`config.mk`:
```
export PLATFORM = sky130hd
export DESIGN_NAME = mem_port_arbiter
export DESIGN_NICKNAME = d
export VERILOG_FILES = /design/src/rtl/mem_if_pkg.sv /design/src/rtl/mem_port_arbiter_sat_counter.sv /design/src/rtl/mem_port_arbiter.sv
export SDC_FILE = /design/constraint.sdc
export NUM_CORES = 1
export LEC_CHECK = 0
export ABC_AREA = 1
export CAP_MARGIN = 20
export CORE_AREA = 2 2 348 350
export CTS_CLUSTER_SIZE = 16
export DETAILED_ROUTE_END_ITERATION = 12
export DIE_AREA = 0 0 350 352
export GPL_TIMING_DRIVEN = 0
export PLACE_DENSITY_LB_ADDON = 0.05
export RECOVER_POWER = 50
export SYNTH_ARGS = -nofsm -noshare
export SYNTH_HDL_FRONTEND = slang
export SYNTH_SLANG_ARGS = --single-unit
```
`constraint.sdc`:
```
create_clock -name clk -period 2.55 [get_ports clk]
set_clock_uncertainty 0.05 [all_clocks]
set_input_delay 0.765 -clock clk [delete_from_list [all_inputs] [get_ports clk]]
set_output_delay 0.765 -clock clk [all_outputs]
set_load 0.03 [all_outputs]
```
`src/rtl/mem_if_pkg.sv`:
```
// Shared types for the slow-memory line interface and its port arbiter.
package mem_if_pkg;

    localparam int LINE_ADDR_W = 28;
    localparam int LINE_W      = 128;

    typedef enum logic [1:0] {
        IDLE,
        OWN_I,
        OWN_D,
        GAP
    } arb_state_t;

    typedef enum logic {
        OWN_SEL_I,
        OWN_SEL_D
    } owner_t;

endpackage

```
`src/rtl/mem_port_arbiter_sat_counter.sv`:
```
// Up-counter that sticks at all-ones instead of wrapping.
module sat_counter #(
    parameter int CNT_W = 16
) (
    input  logic             clk,
    input  logic             rst_n,
    input  logic             inc,
    output logic [CNT_W-1:0] count
);

    localparam logic [CNT_W-1:0] ONE = {{(CNT_W-1){1'b0}}, 1'b1};

    always_ff @(posedge clk or negedge rst_n) begin
        if (!rst_n)
            count <= '0;
        else if (inc && (count != '1))
            count <= count + ONE;
    end

endmodule

```
`src/rtl/mem_port_arbiter.sv`:
```
// Round-robin sharing of the single slow-memory line port between I-cache and D-cache.
// One transaction at a time; a one-cycle gap follows every completion or abort.
module mem_port_arbiter
    import mem_if_pkg::*;
#(
    parameter int ADDR_W = LINE_ADDR_W,
    parameter int DATA_W = LINE_W,
    parameter int CNT_W  = 16
) (
    input  logic              clk,
    input  logic              rst_n,
    input  logic              i_read,
    input  logic              i_write,
    input  logic [ADDR_W-1:0] i_addr,
    input  logic [DATA_W-1:0] i_wdata,
    output logic [DATA_W-1:0] i_rdata,
    output logic              i_ready,
    input  logic              d_read,
    input  logic              d_write,
    input  logic [ADDR_W-1:0] d_addr,
    input  logic [DATA_W-1:0] d_wdata,
    output logic [DATA_W-1:0] d_rdata,
    output logic              d_ready,
    output logic              mem_read,
    output logic              mem_write,
    output logic [ADDR_W-1:0] mem_addr,
    output logic [DATA_W-1:0] mem_wdata,
    input  logic [DATA_W-1:0] mem_rdata,
    input  logic              mem_ready,
    output logic [CNT_W-1:0]  grant_cnt_i,
    output logic [CNT_W-1:0]  grant_cnt_d
);

    arb_state_t state;
    owner_t     last_owner;
    logic       req_i, req_d;
    logic       inc_i, inc_d;

    assign req_i = i_read | i_write;
    assign req_d = d_read | d_write;

    // Completion wins over a same-cycle request drop; a drop without ready is an abort.
    always_ff @(posedge clk or negedge rst_n) begin
        if (!rst_n) begin
            state      <= IDLE;
            last_owner <= OWN_SEL_I;
        end else begin
            case (state)
                IDLE: begin
                    if (req_i && req_d)
                        state <= (last_owner == OWN_SEL_I) ? OWN_D : OWN_I;
                    else if (req_i)
                        state <= OWN_I;
                    else if (req_d)
                        state <= OWN_D;
                end
                OWN_I: begin
                    if (mem_ready) begin
                        state      <= GAP;
                        last_owner <= OWN_SEL_I;
                    end else if (!req_i) begin
                        state <= GAP;
                    end
                end
                OWN_D: begin
                    if (mem_ready) begin
                        state      <= GAP;
                        last_owner <= OWN_SEL_D;
                    end else if (!req_d) begin
                        state <= GAP;
                    end
                end
                GAP:     state <= IDLE;
                default: state <= IDLE;
            endcase
        end
    end

    assign inc_i = (state == OWN_I) & mem_ready;
    assign inc_d = (state == OWN_D) & mem_ready;

    always_comb begin
        mem_read  = 1'b0;
        mem_write = 1'b0;
        mem_addr  = '0;
        mem_wdata = '0;
        i_ready   = 1'b0;
        d_ready   = 1'b0;
        case (state)
            OWN_I: begin
                mem_read  = i_read;
                mem_write = i_write;
                mem_addr  = i_addr;
                mem_wdata = i_wdata;
                i_ready   = mem_ready;
            end
            OWN_D: begin
                mem_read  = d_read;
                mem_write = d_write;
                mem_addr  = d_addr;
                mem_wdata = d_wdata;
                d_ready   = mem_ready;
            end
            default: ;
        endcase
    end

    // Read data is broadcast; each cache qualifies it with its own ready.
    assign i_rdata = mem_rdata;
    assign d_rdata = mem_rdata;

    sat_counter #(.CNT_W(CNT_W)) u_cnt_i (
        .clk   (clk),
        .rst_n (rst_n),
        .inc   (inc_i),
        .count (grant_cnt_i)
    );

    sat_counter #(.CNT_W(CNT_W)) u_cnt_d (
        .clk   (clk),
        .rst_n (rst_n),
        .inc   (inc_d),
        .count (grant_cnt_d)
    );

endmodule

```
# After elaboration in Yosys (flattened, before gate mapping)
# Index checks and enable logic that the tools add are counted.
classes:
  addsub: 2
  eq_ne: 10
  muxes: 18
  bitwise_logic: 4
  n_reduce_logical: 7
op_table:
  columns: ["operator", "count"]
  rows:
  - ["128-bit case mux with 2 select lines", 1]
  - ["28-bit case mux with 2 select lines", 1]
  - ["16-bit by 1-bit adder with 16-bit output, second input constant", 2]
  - ["16-bit != test, second input constant", 2]
  - ["2-bit 2-to-1 mux", 8]
  - ["2-bit case mux with 4 select lines", 1]
  - ["3-bit != test, second input constant", 2]
  - ["1-bit case mux with 2 select lines", 3]
  - ["3-bit AND reduction", 2]
  - ["2-bit equality test, second input constant", 2]
  - ["1-bit 2-to-1 mux", 4]
  - ["2-bit != test, second input constant", 2]
  - ["4-bit != test, second input constant", 1]
  - ["1-bit logical AND", 3]
  - ["1-bit bitwise AND", 2]
  - ["2-bit by 1-bit equality test with 1-bit output, second input constant", 1]
  - ["2-bit zero test", 1]
  - ["1-bit OR", 2]
  - ["2-bit nonzero test", 1]
totals:
  register_bits: 35
  input_bits: 447
  output_inout_bits: 448
  word_cells: 45

# Longest topological paths before layout
# Gate-level depths: netlist (run 1).
depth:
  word_depth: 5
  depth_mapped: 11
  depth_no_buf: 10

# Cells and area by module
# From an unflattened synthesis (run 1), not the netlist that was laid out.
hier_totals:
  cells_unflattened: 1121
  area_unflattened_um2: 6652.6
by_module_without_submodules:
  columns: ["module", "n_inst", "cells_each", "area_each_um2", "seq_area_each_um2"]
  rows:
  - ["mem_port_arbiter", 1, 827, 4590.7, 75.1]
  - ["sat_counter", 2, 147, 1031.0, 400.4]

# Worst setup path before layout (run 1)
# Ideal clock, no wire load.
synth_timing:
  path_type: "register to output"
  startpoint: "register state[1]"
  endpoint: "output port mem_wdata[11]"
  arrival_time_ns: 1.723
  required_time_ns: 1.735
  slack_ns: 0.012
  stages_incl_launch_ff: 8
  cell_sequence: "dfrtp_1 inv_1 ha_1 buf_2 buf_2 buf_1 nand2_1 a21oi_1"
synth_via:
  elab_chain_len: 2
synth_rtl:
  columns: ["element", "line", "rtl"]
  rows:
  - ["start, declared", "mem_port_arbiter.sv:34", "arb_state_t state;"]
  - ["start signal, assigned", "mem_port_arbiter.sv:51", "state <= (last_owner == OWN_SEL_I) ? OWN_D : OWN_I;"]
  - ["2-bit equality test or 2-bit by 1-bit equality test with 1-bit output (tied branches)", "mem_port_arbiter.sv:89", "case (state)"]
  - ["128-bit case mux with 2 select lines (*)", "mem_port_arbiter.sv:89", null]
  - ["end, declared", "mem_port_arbiter.sv:27", "output logic [DATA_W-1:0] mem_wdata,"]
# Mark *: on every way between the ends. The rest lies on a longest branch, timed or not.

# Worst setup path in the final report (run 1)
layout_timing:
  startpoint: "register state[0]"
  endpoint: "output port mem_wdata[96]"
# The elaborated chain is that of the path after synthesis.

==> metrics.cfg, run 1 <==
[critical_path]
crit_arrival_ps = 2040
cp-end-kind = output pin
crit_path_start_kind = flop
startpoint = state[0]$_DFFE_PN0P_
crit_required_ps = 1740
cp_cell_sequence = inv_2 > ha_4 > clkbuf_16 > buf_16 > buf_12 > nand2_4 > a21oi_4 > buf_6
r2r_cells = 9
cp_slowest_cell = dfrtp_1
worstSetupPathType = reg -> out
reg2reg_slack_ps = 240
slowest_delay_ps = 390
r2r_end = u_cnt_d.count[5]$_DFFE_PN0P_
critPathMaxFanout = 8
timing.rr.start = u_cnt_d.count[0]$_DFFE_PN0P_

[yosys]
avgSynthCellArea_um2 = 5.78
yosys-top-cells-area = buf_4 (30%), nand2_1 (26%), dfrtp_1 (14%)
synth_area_um2 = 6370
yosys_warnings = 0
synth_seq_cells = 35
ys_types = 28
async_flop_share_pct = 100
yosysSeqAreaShare_pct = 13.7
synth_flop_cell = dfrtp_1
synth_edf_count = 0
synth_top_area_share_pct = 30.2
synthCells = 1102
yosysTopAreaCell = buf_4
syn-num-nets = 1554

[die]
rows = 127
core_um2 = 119000
io_pins = 895
die_area_um2 = 123000
dieHeight_um = 352
die-width_um = 350
start_util_pct = 5.34

[sta]
setup_tns_ps = -26210
min_period_ps = 2850
tightest_slew_ps = 815
rsz0062_at_grt = yes
finalCritPeriodShare_pct = 112
fin_ws_ps = -304
setup_violations = 156
fmax_mhz = 350
slew_viol_final = 0
slew_headroom_pct = 45.5
hold_viol = 0

[global_routing]
grt_usage_pct = 11.8
grt_max_degree = 26
gr-total-overflow = 0
first_global_vias = 10263
grt_antenna_before_repair = 16
grt_pass1_wl_um = 99400

[outcome]
violations = negative setup slack
status = finished, violations left

[cts]
clk_latency_ps = 290
cts_tree = done
htreeDepth = 2
clk_pin_slew_ps = 70
cts-hold-fix-buffers = 0
cts.sinks = 35
cts_max_path_buffers = 2
cts_made_buffers = 5
root_buffer = clkbuf_16

[layout]
layout_commonest_cell = clkdlybuf4s50_1
fill_cells = 13452
area_delta_synth_final_pct = 223
drive_above_1_share_pct = 46.5
layout.nets = 2399
final_cell_mix = clkdlybuf4s50_1 (495), buf_4 (283), nand2_1 (263)

[routing]
post_drt_wl_per_cell_um = 21.7
wl_um = 77400
drc = 0
first_pass_iters = 4
ant_nets = 0
drt_iter0_markers = 276
vias_per_cell = 2.88
via_count = 10272

[power_and_ir_drop]
vdd_drop_max_v = 0.000474
power_density_nw_per_um2 = 1080
p_leak_nw = 8.34
fin_total_pwr_mw = 22.3

[place]
gp_congestion = 0.749
portBuffers = 766
hpwl_um = 66600

[job]
drv_cap = 0

[worst_hold_path]
min_path_type = in -> async

[per-stage QoR]
step,cell area (um2),std cells,hold slack [ps],util [%],setup slack (ps)
after floorplan,6370,1102,392,-,12.0
after global placement,16100,3480,429,13.5,-1990
after detailed placement,16100,3482,429,13.5,-2040
after CTS,18900,3538,315,15.8,-370
after global routing,20600,3560,505,17.3,-398
final,20600,3564,446,17.3,-304
[worst max-delay path by stage]
stage	end	cells past startpoint	slack, ps
final	mem_wdata[96]	8	-300
after detailed placement	mem_wdata[112]	7	-2040
after CTS	mem_wdata[112]	9	-370
after floorplan	mem_wdata[11]	7	10
after global routing	mem_wdata[82]	10	-400
after global placement	mem_wdata[112]	7	-1990
[timing repair]
item                        CTS  global route
resized for setup          1515           412
pin swaps                    51           121
setup endpoints to repair   160           160
gates cloned                 19             9
buffers inserted             30            25
[Yosys cell counts (3+ instances only)]
cell type	number
buf_2	24
o21ai_0	9
xor2_1	5
o21ai_2	4
nor2_2	4
a21oi_1	159
xnor2_1	5
o21ai_1	4
nor2_4	6
nand3b_1	4
ha_1	5
buf_4	256
nand3_1	16
nand2_2	7
inv_1	31
nor2_1	37
nand2_1	443
clkbuf_1	27
nand4_1	7
nor3_1	3
dfrtp_1	35
[area by class of cell]
type	instances	area (um2)	share of cell area [%]
antenna	4	10.0	0.0486
buffer	307	2850	13.8
multi-input combinational	723	5510	26.8
inverter	34	141	0.686
tap	1612	2020	9.79
sequential	35	876	4.25
clock buffer	8	156	0.759
timing repair buffer	841	9040	43.9
[cells by family (layout without fill, tap and decap cells)]
kind of cell | Yosys count | in the layout | synth area share [%]
adders and majority gates | 5 | 5 | 0.982
xor gates and xnor gates | 10 | 10 | 1.37
and+or+nand+nor | 530 | 530 | 33.6
DFF | 35 | 35 | 13.7
buffers and inverters | 344 | 1190 | 36.0
other | 0 | 4 | 0
AOI/OAI and AO/OA | 178 | 178 | 14.3
[worst max-delay path, delay by kind of cell (launching register included)]
kind            cells  cell delay [ps]
buf+inv             5              810
compound gates      1              270
simple gates        1               50
fa+ha+maj           1              210
flops               1              390
[metal layers]
layer  global-route usage (%)  wire length (um)  vias to the layer above
li1                         -                 -                     4909
met5                        0               110                        -
met2                     22.1             40500                      457
met3                     3.31              6070                       38
met4                    0.526               359                       20
met1                     13.9             30300                     4848
[power breakdown]
group          leakage (nW)  switching (mW)  internal (mW)
logic                  7.81            11.9           8.80
clock network        0.0772           0.267          0.417
registers             0.448           0.210          0.691
total                  8.34            12.3           9.91
[state kept, by name, indices dropped and copies added (netlist names)]
signal / cells
u_cnt_i.count: 16
state: 2
last_owner: 1
u_cnt_d.count: 16
No activity file was read; power rests on OpenSTA's default activity.
==> inputs of run 2 (changes only) <==
--- a/config.mk
+++ b/config.mk
@@ -13,6 +13,8 @@
 export DIE_AREA = 0 0 350 352
 export GPL_TIMING_DRIVEN = 0
+export HOLD_SLACK_MARGIN = 0.02
 export PLACE_DENSITY_LB_ADDON = 0.05
 export RECOVER_POWER = 50
+export SLEW_MARGIN = 20
 export SYNTH_ARGS = -nofsm -noshare
 export SYNTH_HDL_FRONTEND = slang
--- a/constraint.sdc
+++ b/constraint.sdc
@@ -3,3 +3,3 @@
 set_input_delay 0.765 -clock clk [delete_from_list [all_inputs] [get_ports clk]]
 set_output_delay 0.765 -clock clk [all_outputs]
-set_load 0.03 [all_outputs]
+set_load 0.005 [all_outputs]
==> metrics.cfg, run 2 (same netlist as run 1, synthesis figures left out) <==
[critical_path]
slowest_delay_ps = 400  ; about the same
crit_required_ps = 1740  ; about the same
cp_slowest_cell = dfrtp_1
cp_cell_sequence = inv_2 > ha_4 > clkinv_8 > clkbuf_16 > clkbuf_16 > a21oi_4 > buf_6
crit_arrival_ps = 2020  ; -20 ps
cp-end-kind = output pin
path_common_cell = clkbuf_16
path_buf_inv = 5  ; unchanged
critPathMaxFanout = 6  ; -2
worstSetupPathType = reg -> out
crit_family = buffers and inverters
crit_path_start_kind = flop

[cts]
cts_max_path_buffers = 2  ; unchanged
clk_latency_ps = 290  ; about the same
clk_pin_slew_ps = 60  ; about the same
cts_tree = done
htreeDepth = 2  ; unchanged
cts.sinks = 35  ; unchanged
root_buffer = clkbuf_16
cts-hold-fix-buffers = 0  ; unchanged
cts_made_buffers = 5  ; unchanged

[outcome]
violations = negative setup slack
status = finished, violations left

[die]
die_area_um2 = 123000  ; unchanged
dieHeight_um = 352  ; unchanged
core_um2 = 119000  ; unchanged
start_util_pct = 5.34  ; unchanged
io_pins = 895  ; unchanged
rows = 127  ; unchanged
die-width_um = 350  ; unchanged

[place]
dp_slack_ps = -1850  ; +184 ps
hpwl_um = 66500  ; -0.14%
gp_congestion = 0.749  ; unchanged
portBuffers = 766  ; unchanged

[sta]
slew_viol_final = 0  ; unchanged
setup_tns_ps = -23630  ; +2570 ps
rsz0062_at_grt = yes
fin_ws_ps = -287  ; +16.9 ps
hold_viol = 0  ; unchanged
slew_headroom_pct = 51.1  ; +5.7 points
tightest_slew_ps = 733  ; -81.8 ps
setup_violations = 158  ; +1.3%
fmax_mhz = 352  ; +0.60%
finalCritPeriodShare_pct = 111  ; -0.66 points
min_period_ps = 2840  ; -16.9 ps

[worst_hold_path]
min_path_type = reg -> reg

[power_and_ir_drop]
vdd_drop_max_v = 0.000337  ; -29%
fin_total_pwr_mw = 19.4  ; -13%
p_leak_nw = 7.92  ; -5.0%
power_density_nw_per_um2 = 975  ; -9.8%

[global_routing]
first_global_vias = 10258  ; -0.049%
grt_max_degree = 25  ; -3.8%
grt_pass1_wl_um = 98800  ; -0.58%
gr-total-overflow = 0  ; unchanged
grt_usage_pct = 11.9  ; +0.040 points
grt_antenna_before_repair = 18  ; +2

[layout]
area_delta_synth_final_pct = 213
drive_above_1_share_pct = 43.5  ; -3.0 points
layout.nets = 2418  ; +0.79%
layout_commonest_cell = clkdlybuf4s50_1
final_cell_mix = clkdlybuf4s50_1 (605), nand2_1 (329), buf_4 (285)
seqCellArea_um2 = 876  ; unchanged
top_regs = u_cnt_d.count: 16 flops, u_cnt_i.count: 16 flops, state: 2 flops
fill_cells = 13584  ; +0.98%
multi_input_area_um2 = 4920  ; -11%

[routing]
first_pass_iters = 4  ; unchanged
vias_per_cell = 2.85  ; -1.1%
drc = 0  ; unchanged
drt_iter0_markers = 294  ; +6.5%
via_count = 10225  ; -0.46%
post_drt_wl_per_cell_um = 22.1  ; +1.9%
wl_um = 79300  ; +2.5%
ant_nets = 0  ; unchanged

[job]
drv_cap = 0  ; unchanged

run 2: routing by layer:
| layer | wire length [um] | global-route usage (%) |
|---|---|---|
| met5 | 136 | 0 |
| met3 | 5890 | 3.50 |
| met1 | 31900 | 13.8 |
| met4 | 1310 | 2.40 |
| met2 | 40100 | 21.3 |
run 2: area by class of cell:
cell class / count / area share [%]
antenna: 8 / 0.100
timing repair buffer: 861 / 44.7
clock buffer: 6 / 0.697
multi-input combinational: 723 / 24.7
inverter: 34 / 0.741
timing repair inverter: 1 / 0.0565
buffer: 305 / 14.4
tap: 1612 / 10.1
sequential: 35 / 4.40
clock inverter: 1 / 0.0251
run 2: timing repair:
| item | 4_1_cts | 5_1_grt |
|---|---|---|
| pin swaps | 63 | 83 |
| gates cloned | 19 | 16 |
| gates resized for setup | 1165 | 320 |
| setup endpoints to repair | 160 | 160 |
| setup buffers | 33 | 29 |
run 2: worst reg2reg max path: stages, from the launching register on:
cell	delay [ps]
dfrtp_1	510
ha_1	320
inv_2	60
nor2_1	420
nand2_4	110
nor2_1	200
nor2_4	90
clkbuf_2	250
nand2_1	120
nand2_1	50
run 2: where the power goes:
group | switching (mW) | internal [mW]
logic | 8.89 | 8.98
clock network | 0.265 | 0.383
registers | 0.214 | 0.691
run 2: metrics by stage:
stage          cell area (um2)  hold WS (ps)  utilization [%]  cells
6_report                 19900           445             16.7   3586
2_1_floorplan             6370           392                -   1102
5_1_grt                  19900           499             16.7   3583
4_1_cts                  18400           323             15.4   3539
3_3_place_gp             16100           429             13.5   3480
3_5_place_dp             16100           428             13.5   3481
run 2: worst paths after layout:
| kind | cells after the start | endpoint | from | slack, ps |
|---|---|---|---|---|
| worst max register to register | 9 | u_cnt_d.count[5]$_DFFE_PN0P_ | u_cnt_d.count[0]$_DFFE_PN0P_ | 270 |
| worst min register to register | 2 | last_owner$_DFFE_PN0P_ | last_owner$_DFFE_PN0P_ | 450 |
| worst max-delay path | 7 | mem_wdata[112] | state[1]$_DFFE_PN0P_ | -290 |
| worst min-delay path | 2 | last_owner$_DFFE_PN0P_ | last_owner$_DFFE_PN0P_ | 450 |
| max in group asynchronous | 2 | state[0]$_DFFE_PN0P_ | rst_n | 830 |
| min in group asynchronous | 1 | u_cnt_d.count[2]$_DFFE_PN0P_ | rst_n | 460 |
